[config.mk]
export PLATFORM = sky130hd
export DESIGN_NAME = task_7_out
export DESIGN_NICKNAME = d
export VERILOG_FILES = /design/src/rtl/task_7_pkg.sv /design/src/rtl/task_7_out_buf.sv /design/src/rtl/task_7_out.sv
export SDC_FILE = /design/constraint.sdc
export NUM_CORES = 2
export LEC_CHECK = 0
export BUFFER_PORTS_ARGS = -buffer_cell sky130_fd_sc_hd__buf_2
export CAP_MARGIN = 20
export CORE_MARGIN = 2
export CORE_UTILIZATION = 60
export DETAILED_ROUTE_END_ITERATION = 8
export GPL_TIMING_DRIVEN = 0
export PLACE_DENSITY_LB_ADDON = 0.12
export RECOVER_POWER = 50
export SLEW_MARGIN = 10
export SYNTH_ARGS = -nofsm -noshare
export SYNTH_HDL_FRONTEND = slang
export SYNTH_SLANG_ARGS = --single-unit
[constraint.sdc]
create_clock -name i_clk -period 5.9 [get_ports i_clk]
set_clock_uncertainty 0.2 [all_clocks]
set_input_delay 0.885 -clock i_clk [delete_from_list [all_inputs] [get_ports i_clk]]
set_output_delay 0.885 -clock i_clk [all_outputs]
set_load 0.01 [all_outputs]
[src/rtl/task_7_pkg.sv]
// rtl/task_7_pkg.sv - shared types and sizing helpers for the task 7 output stage
package task_7_pkg;

    typedef enum logic [1:0] {
        s_IDLE,
        s_COLLECT,
        s_SEND,
        s_DONE
    } task_output_enum;

    localparam int NUM_WORDS_DEFAULT = 243;

    function automatic int depth_for(input int num_words);
        return 2 ** $clog2(num_words);
    endfunction

endpackage

[src/rtl/task_7_out_buf.sv]
// rtl/task_7_out_buf.sv - single-clock frame buffer with fall-through read
module task_7_out_buf
    import task_7_pkg::*;
#(
    parameter int DATA_WIDTH = 8,
    parameter int DEPTH      = depth_for(NUM_WORDS_DEFAULT)
) (
    input  logic                  i_clk,
    input  logic                  i_rst,
    input  logic                  i_wr_en,
    input  logic [DATA_WIDTH-1:0] i_wr_data,
    input  logic                  i_rd_adv,
    output logic [DATA_WIDTH-1:0] o_rd_data
);

    // A one-word frame still needs a one-bit pointer; storage follows the pointer range.
    localparam int AW = (DEPTH > 1) ? $clog2(DEPTH) : 1;

    logic [DATA_WIDTH-1:0] mem_q [0:(2**AW)-1];
    logic [AW-1:0]         wr_ptr_q;
    logic [AW-1:0]         rd_ptr_q;

    always_ff @(posedge i_clk) begin
        if (i_rst) begin
            wr_ptr_q <= '0;
            rd_ptr_q <= '0;
        end else begin
            if (i_wr_en) begin
                wr_ptr_q <= wr_ptr_q + 1'b1;
            end
            if (i_rd_adv) begin
                rd_ptr_q <= rd_ptr_q + 1'b1;
            end
        end
    end

    always_ff @(posedge i_clk) begin
        if (i_wr_en) begin
            mem_q[wr_ptr_q] <= i_wr_data;
        end
    end

    assign o_rd_data = mem_q[rd_ptr_q];

endmodule

[src/rtl/task_7_out.sv]
// rtl/task_7_out.sv - collects one result frame and streams it to the sink
module task_7_out
    import task_7_pkg::*;
#(
    parameter int DATA_WIDTH = 8,
    parameter int NUM_WORDS  = NUM_WORDS_DEFAULT
) (
    input  logic                  i_clk,
    input  logic                  i_rst,
    input  logic [DATA_WIDTH-1:0] i_data,
    input  logic                  i_enb,
    input  logic                  i_tready,
    output logic [DATA_WIDTH-1:0] o_tdata,
    output logic                  o_tdata_valid,
    output logic                  o_tdata_last,
    output logic                  o_output_last,
    output logic                  o_err
);

    localparam int DEPTH = depth_for(NUM_WORDS);
    localparam int CNT_W = $clog2(NUM_WORDS + 1);
    localparam logic [CNT_W-1:0] CNT_LAST = CNT_W'(NUM_WORDS - 1);
    localparam logic [CNT_W-1:0] CNT_FULL = CNT_W'(NUM_WORDS);

    task_output_enum       state_q;
    logic [CNT_W-1:0]      wr_cnt_q;
    logic [CNT_W-1:0]      rd_cnt_q;
    logic [DATA_WIDTH-1:0] tdata_q;
    logic                  valid_q;
    logic                  last_q;
    logic                  out_last_q;
    logic                  err_q;

    logic                  accept_wr;
    logic                  rd_load;
    logic [DATA_WIDTH-1:0] rd_data;

    assign accept_wr = i_enb && (state_q == s_IDLE || state_q == s_COLLECT);
    assign rd_load   = (state_q == s_SEND) && (!valid_q || i_tready) && (rd_cnt_q < CNT_FULL);

    task_7_out_buf #(
        .DATA_WIDTH (DATA_WIDTH),
        .DEPTH      (DEPTH)
    ) u_buf (
        .i_clk     (i_clk),
        .i_rst     (i_rst),
        .i_wr_en   (accept_wr),
        .i_wr_data (i_data),
        .i_rd_adv  (rd_load),
        .o_rd_data (rd_data)
    );

    always_ff @(posedge i_clk) begin
        if (i_rst) begin
            state_q    <= s_IDLE;
            wr_cnt_q   <= '0;
            rd_cnt_q   <= '0;
            tdata_q    <= '0;
            valid_q    <= 1'b0;
            last_q     <= 1'b0;
            out_last_q <= 1'b0;
            err_q      <= 1'b0;
        end else begin
            out_last_q <= 1'b0;
            if (i_enb && !accept_wr) begin
                err_q <= 1'b1;
            end
            case (state_q)
                s_IDLE: begin
                    if (i_enb) begin
                        wr_cnt_q <= CNT_W'(1);
                        state_q  <= (NUM_WORDS == 1) ? s_SEND : s_COLLECT;
                    end
                end
                s_COLLECT: begin
                    if (i_enb) begin
                        wr_cnt_q <= wr_cnt_q + 1'b1;
                        if (wr_cnt_q == CNT_LAST) begin
                            state_q <= s_SEND;
                        end
                    end
                end
                s_SEND: begin
                    // The final handshake retires the frame; no further load is possible then.
                    if (valid_q && i_tready && last_q) begin
                        valid_q    <= 1'b0;
                        last_q     <= 1'b0;
                        out_last_q <= 1'b1;
                        state_q    <= s_DONE;
                    end else if (rd_load) begin
                        tdata_q  <= rd_data;
                        valid_q  <= 1'b1;
                        last_q   <= (rd_cnt_q == CNT_LAST);
                        rd_cnt_q <= rd_cnt_q + 1'b1;
                    end else if (valid_q && i_tready) begin
                        valid_q <= 1'b0;
                    end
                end
                s_DONE: begin
                    wr_cnt_q <= '0;
                    rd_cnt_q <= '0;
                    state_q  <= s_IDLE;
                end
                default: begin
                    state_q <= s_IDLE;
                end
            endcase
        end
    end

    assign o_tdata       = tdata_q;
    assign o_tdata_valid = valid_q;
    assign o_tdata_last  = last_q;
    assign o_output_last = out_last_q;
    assign o_err         = err_q;

endmodule

Word level (Yosys, flattened, before mapping). Memories as Yosys holds them, arrays and structs flattened. A register that Yosys moved wholly into a read port is not among the register bits. Cells that the tools add are included.

Register bits: 38. Latch bits: 0. Memory bits (writable): 2048. Bits in read-only memories: 0. Output and inout bits: 12. Memories: 1.

Memories: u_buf.mem_q (depth 256, bits a word 8, rd ports 1, clocked after memory_dff 1, wr ports 1, line task_7_out_buf.sv:19) `logic [DATA_WIDTH-1:0] mem_q [0:(2**AW)-1];`.

$add $sub $neg: 4. Multiply operators: 0. Div/mod/pow operators: 0. $lt $le $gt $ge: 1. Eq/ne operators: 11. Shift operators: 0. Muxes and demuxes: 19. Bitwise gates (word level): 2. Reductions and logical operators: 22.

Operators with widths (count): $add A8 B1 Y8 const B (4); $mux W8 (4); $pmux W8 S3 (1); $eq A8 B8 Y1 const B (2); $pmux W8 S2 (1); $reduce_and A3 Y1 (3); $lt A8 B8 Y1 const B (1); $mux W1 (8); $mux W2 (4); $ne A2 B2 Y1 const B (4); $pmux W2 S4 (1); $logic_and A1 B1 Y1 (6); $reduce_bool A3 Y1 (2); $eq A2 B2 Y1 const B (2); $ne A2 B1 Y1 const B (2); $reduce_and A2 Y1 (2); $reduce_and A4 Y1 (1); $reduce_bool A2 Y1 (2); $eq A2 B1 Y1 const B (1); $logic_not A1 Y1 (2); $logic_not A2 Y1 (1); $logic_or A1 B1 Y1 (2); $not A1 Y1 (2); $reduce_or A2 Y1 (1).

Logic depth before layout (Yosys ltp).
Depth in word-level cells: 7. Gate-level depth with buffers: 13. Mapped depth without buffers: 8.

Modules after synthesis. A second synthesis with hierarchy kept.

Cells, all modules: 4041. Area total of the unflattened synthesis: 81730.9 um^2.

By module, submodules not included: task_7_out_buf (instances 1, cells each 3867, area an instance 80273.2 um^2); task_7_out (instances 1, cells each 174, area an instance 1457.6 um^2).

Worst setup path before layout. OpenSTA, ideal clock, no wires.

Path type: input-to-reg. From: input i_enb. To: memory u_buf.mem_q[235][0], enable pin. Setup time: 0.370 ns. Data arrival time: 2.320 ns. Path slack: 3.009 ns. Stages on the path: 6. Buffers on the path: 3. Cells stage by stage: nor2b_1 > clkbuf_1 > clkbuf_1 > nand3_1 > clkbuf_1 > nor2_1.

Longest elaborated chain between the ends: 3.

RTL lines: start: declaration (line task_7_out.sv:11) `input logic i_enb,`; $logic_and A1 B1 Y1 (line task_7_out.sv:38) `assign accept_wr = i_enb && (state_q == s_IDLE || state_q == s_COLLECT);`; $mux W1 (line task_7_out_buf.sv:38) `if (i_wr_en) begin`; $mux W1 (not written as such) (line task_7_out_buf.sv:39) `mem_q[wr_ptr_q] <= i_wr_data;`; end: declaration (line task_7_out_buf.sv:19).

Every way passes these cells.

==> out/results.ini <==
[outcome]
status=complete, but fails checks
violations=capacitance limit, slew limit, setup timing

[worst_hold_path]
hold_end=o_output_last
min_path_cells=3
hp-class=input pin to register
worstHoldStart=i_tready

[setup_path]
worstPathRequired_ns=6.44
r2r_slack_ns=-0.21
reg2reg_to=o_tdata[7]
cp_slowest_cell=o21ai_0
crit_top_cell=buf_2
rr_startpoint=u_buf.rd_ptr_q[1]
critPathBufInv=5
critPathMaxFanout=11
critPathKind=register to register
critPathMaxStageDelay_ns=0.92
rr_worst_depth=11
cp-end-kind=register
crit_path_start_kind=register
cp.arrival_ns=6.64
critPathTopFamily=buffers and inverters
path_cells=buf_4, buf_2, buf_2, buf_4, buf_2, mux2i_1, o21ai_0, a21oi_1, o221ai_1, nand2_1, o211ai_2

[grt]
grt-busiest-layer=met2
grt.met3_usage_pct=19.2
grt_usage_pct=44.6
use_met2_pct=60.3
grt_start_max_net_pins=142
grtUsageMet1_pct=59.0
grt_pass1_vias=43700
grt.overflow.total=0
grt_pass1_wl_um=402000
antenna_found_initial=30

[layout]
final_area_mm2=0.0912
area_growth_pct=11.4
fin_cells=6251
nets=4306
drive_gt1_share_pct=21.8

[synthesis]
syn-cell-area_mm2=0.0819
yosysUniqueCellTypes=77
synthFlopType=edfxtp_1
ys_ff_latch=2094
syn_inst=4014
yosysSeqAreaShare_pct=76.2
syn-num-nets=4040
synth_edf_count=2048
ys_async_sr_fraction_pct=0
yosys_warnings=0
syn_avg_cell_area_um2=20.4

[power]
switchingPower_mw=9.69
p_comb_share_pct=16.9
intPower_mw=25.3
p_sw_share_pct=27.7
clkPwrFrac_pct=36.0
vdd_drop_max_uv=328
leakage_nw=28.0
seqPwrFrac_pct=47.2
p_per_area_mw_per_mm2=383

[timing]
slew_headroom_pct=-262
drv_slew=1379
tightest_slew_ns=5.43
rsz0062_at_grt=no
finalCriticalPeriod_ns=6.11
setup_viol_count_final=3
hold-worst-slack_ns=0.167
finalWorstSetupSlack_ns=-0.208
hold_violations=0
fmax_mhz=164
fin_crit_sh_pct=104

[place]
dpl.hpwl_um=200000
place_congestion=1.04
port_buffers=23
post_dp_cell_area_mm2=0.0851
place_inst=5852

[detailed_routing]
postRouteAntennaNets=0
drc=0
drt_iter0_drc=10800
via_count=47800
drtPass1Iterations=9
via_per_inst=7.64
wirelength_um=310000
wire_per_inst_um=49.7

[die]
die_h_um=373
coreArea_mm2=0.135
std_cell_rows=135
fp.dieArea_mm2=0.139
die_x_um=373
initial_core_util_pct=60.5
io_pins=24

[clocking]
cts_sinks=2094
clk_pin_slew_ns=0.06
clock_tree.buffer_depth=3
post-cts-setup-buffer-count=0
cts_root_buf=clkbuf_16
hold_buffers=0
clock_latency_ns=0.85
htree_levels=4
cts_resized=0
cts_tree=built
numCtsBuffers=202

[run]
drv_cap=13

cell type report:
class / count / area, um2
diodes: 19 / 47.5
plain buffers: 236 / 1430
clock buffers: 271 / 5410
clock inverters: 104 / 860
fillers: 8753 / 44300
inverters: 21 / 78.8
multi-input cells: 1663 / 18000
flip-flops and latches: 2094 / 62400
well taps: 1781 / 2230
repair buffers: 62 / 697
state kept, by name, indices dropped and copies added (netlist names):
signal,count
o_err,1
o_output_last,1
o_tdata,8
o_tdata_last,1
o_tdata_valid,1
rd_cnt_q,8
state_q,2
u_buf.mem_q,2048
u_buf.rd_ptr_q,8
u_buf.wr_ptr_q,8
wr_cnt_q,8
cells in the final DEF, fill, tap and decap left out, types with 9 or more instances in the layout:
| master | n |
|---|---|
| a211oi_1 | 17 |
| a21oi_1 | 61 |
| a221oi_1 | 41 |
| a22oi_1 | 38 |
| a311oi_1 | 11 |
| and2_1 | 11 |
| buf_16 | 10 |
| buf_2 | 73 |
| buf_4 | 35 |
| buf_6 | 36 |
| buf_8 | 12 |
| bufinv_16 | 10 |
| clkbuf_1 | 137 |
| clkbuf_16 | 204 |
| clkbuf_2 | 46 |
| clkinv_1 | 45 |
| clkinv_2 | 32 |
| dfxtp_1 | 46 |
| diode_2 | 19 |
| edfxtp_1 | 2048 |
| ha_1 | 14 |
| inv_1 | 18 |
| mux2_2 | 9 |
| mux2i_1 | 207 |
| mux4_2 | 460 |
| nand2_1 | 116 |
| nand3_1 | 44 |
| nand4_1 | 11 |
| nor2_1 | 336 |
| nor2b_1 | 22 |
| nor3_1 | 16 |
| o211ai_1 | 10 |
| o21ai_0 | 42 |
| o221ai_1 | 21 |
| o22ai_1 | 31 |
| xor2_1 | 14 |
cell families (layout without fill, tap and decap cells):
| family | after synthesis | count (layout) | synth area share (%) |
|---|---|---|---|
| and+or+nand+nor | 593 | 593 | 3.09 |
| muxes | 679 | 679 | 15.4 |
| adders and majority gates | 14 | 14 | 0.214 |
| AOI/OAI and AO/OA | 355 | 355 | 3.11 |
| xor gates and xnor gates | 22 | 22 | 0.235 |
| other | 0 | 19 | 0 |
| buffers and inverters | 257 | 694 | 1.78 |
| DFF | 2094 | 2094 | 76.2 |
power groups by stage:
stage | clock network (mW) | logic (mW) | registers (mW)
global route | 13.0 | 5.80 | 16.5
finish | 12.6 | 5.90 | 16.5
floorplan | 0 | 2.94 | 16.7
global placement | 0 | 5.59 | 16.8
CTS | 12.5 | 5.65 | 16.4
detailed placement | 0 | 5.64 | 16.8
how the worst max path moves through the flow:
| stage | slack (ns) | depth (start not counted) | startpoint | end |
|---|---|---|---|---|
| global route | 0.29 | 11 | u_buf.rd_ptr_q[1] | o_tdata[7] |
| finish | -0.21 | 11 | u_buf.rd_ptr_q[1] | o_tdata[7] |
| floorplan | 3.01 | 6 | i_enb | u_buf.mem_q[235][0] |
| global placement | -0.26 | 8 | u_buf.rd_ptr_q[2] | o_tdata[4] |
| CTS | 0.03 | 9 | u_buf.rd_ptr_q[3] | o_tdata[3] |
| detailed placement | 0.06 | 9 | u_buf.rd_ptr_q[3] | o_tdata[3] |
cells in the mapped netlist (6+ instances only):
library cell  count  area (um2)
nor2_1          336        1260
a211oi_1         17         128
a21o_1            8        60.1
xnor2_1           8        70.1
a21oi_1          61         305
a222oi_1          6        60.1
nand2_1         116         435
o21ai_0          43         215
dfxtp_1          46         921
nand3_1          44         220
a221o_1           6        60.1
a31oi_1           8        50.1
mux4_2          460       10400
clkbuf_1         95         357
a221oi_1         41         359
nor4_1            6        37.5
or2_2             6        37.5
and2_1           11        68.8
o221ai_1         21         184
o211ai_1         10        75.1
xor2_1           14         123
buf_6            32         360
a211o_1           8        70.1
inv_1            18        67.6
nor3_1           17        85.1
buf_1            12        45.0
and3_1            7        43.8
buf_4            28         210
mux2_2           10         113
a22oi_1          38         285
edfxtp_1       2048       61500
buf_2            63         315
ha_1             14         175
nor2b_1          22         138
nand4_1          11        68.8
mux2i_1         207        2070
o22ai_1          31         194
a311oi_1         11        96.3
worst min-delay path, delay by kind of cell:
kind	cells	cell delay [ns]
and+or+nand+nor	2	0.16
buffers and inverters	1	0.12
routing by layer:
metal | wire length [um] | share of wire [%] | up-vias
met4 | 26300 | 8.5 | 18
li1 | - | - | 17200
met5 | 273 | 0.088 | -
met3 | 52500 | 17 | 1069
met2 | 128000 | 41 | 4843
met1 | 103000 | 33 | 24700
stage by stage:
| stage | utilization, % | setup slack [ns] | power, mW | setup TNS, ns |
|---|---|---|---|---|
| floorplan | - | 3.01 | 19.7 | 0 |
| global placement | 62.2 | -0.256 | 22.4 | -0.422 |
| detailed placement | 62.8 | 0.0570 | 22.4 | 0 |
| CTS | 67.4 | 0.0307 | 34.5 | 0 |
| global route | 67.3 | 0.287 | 35.3 | 0 |
| finish | 67.3 | -0.208 | 35.0 | -0.326 |
No activity file was read; power rests on OpenSTA's default activity.
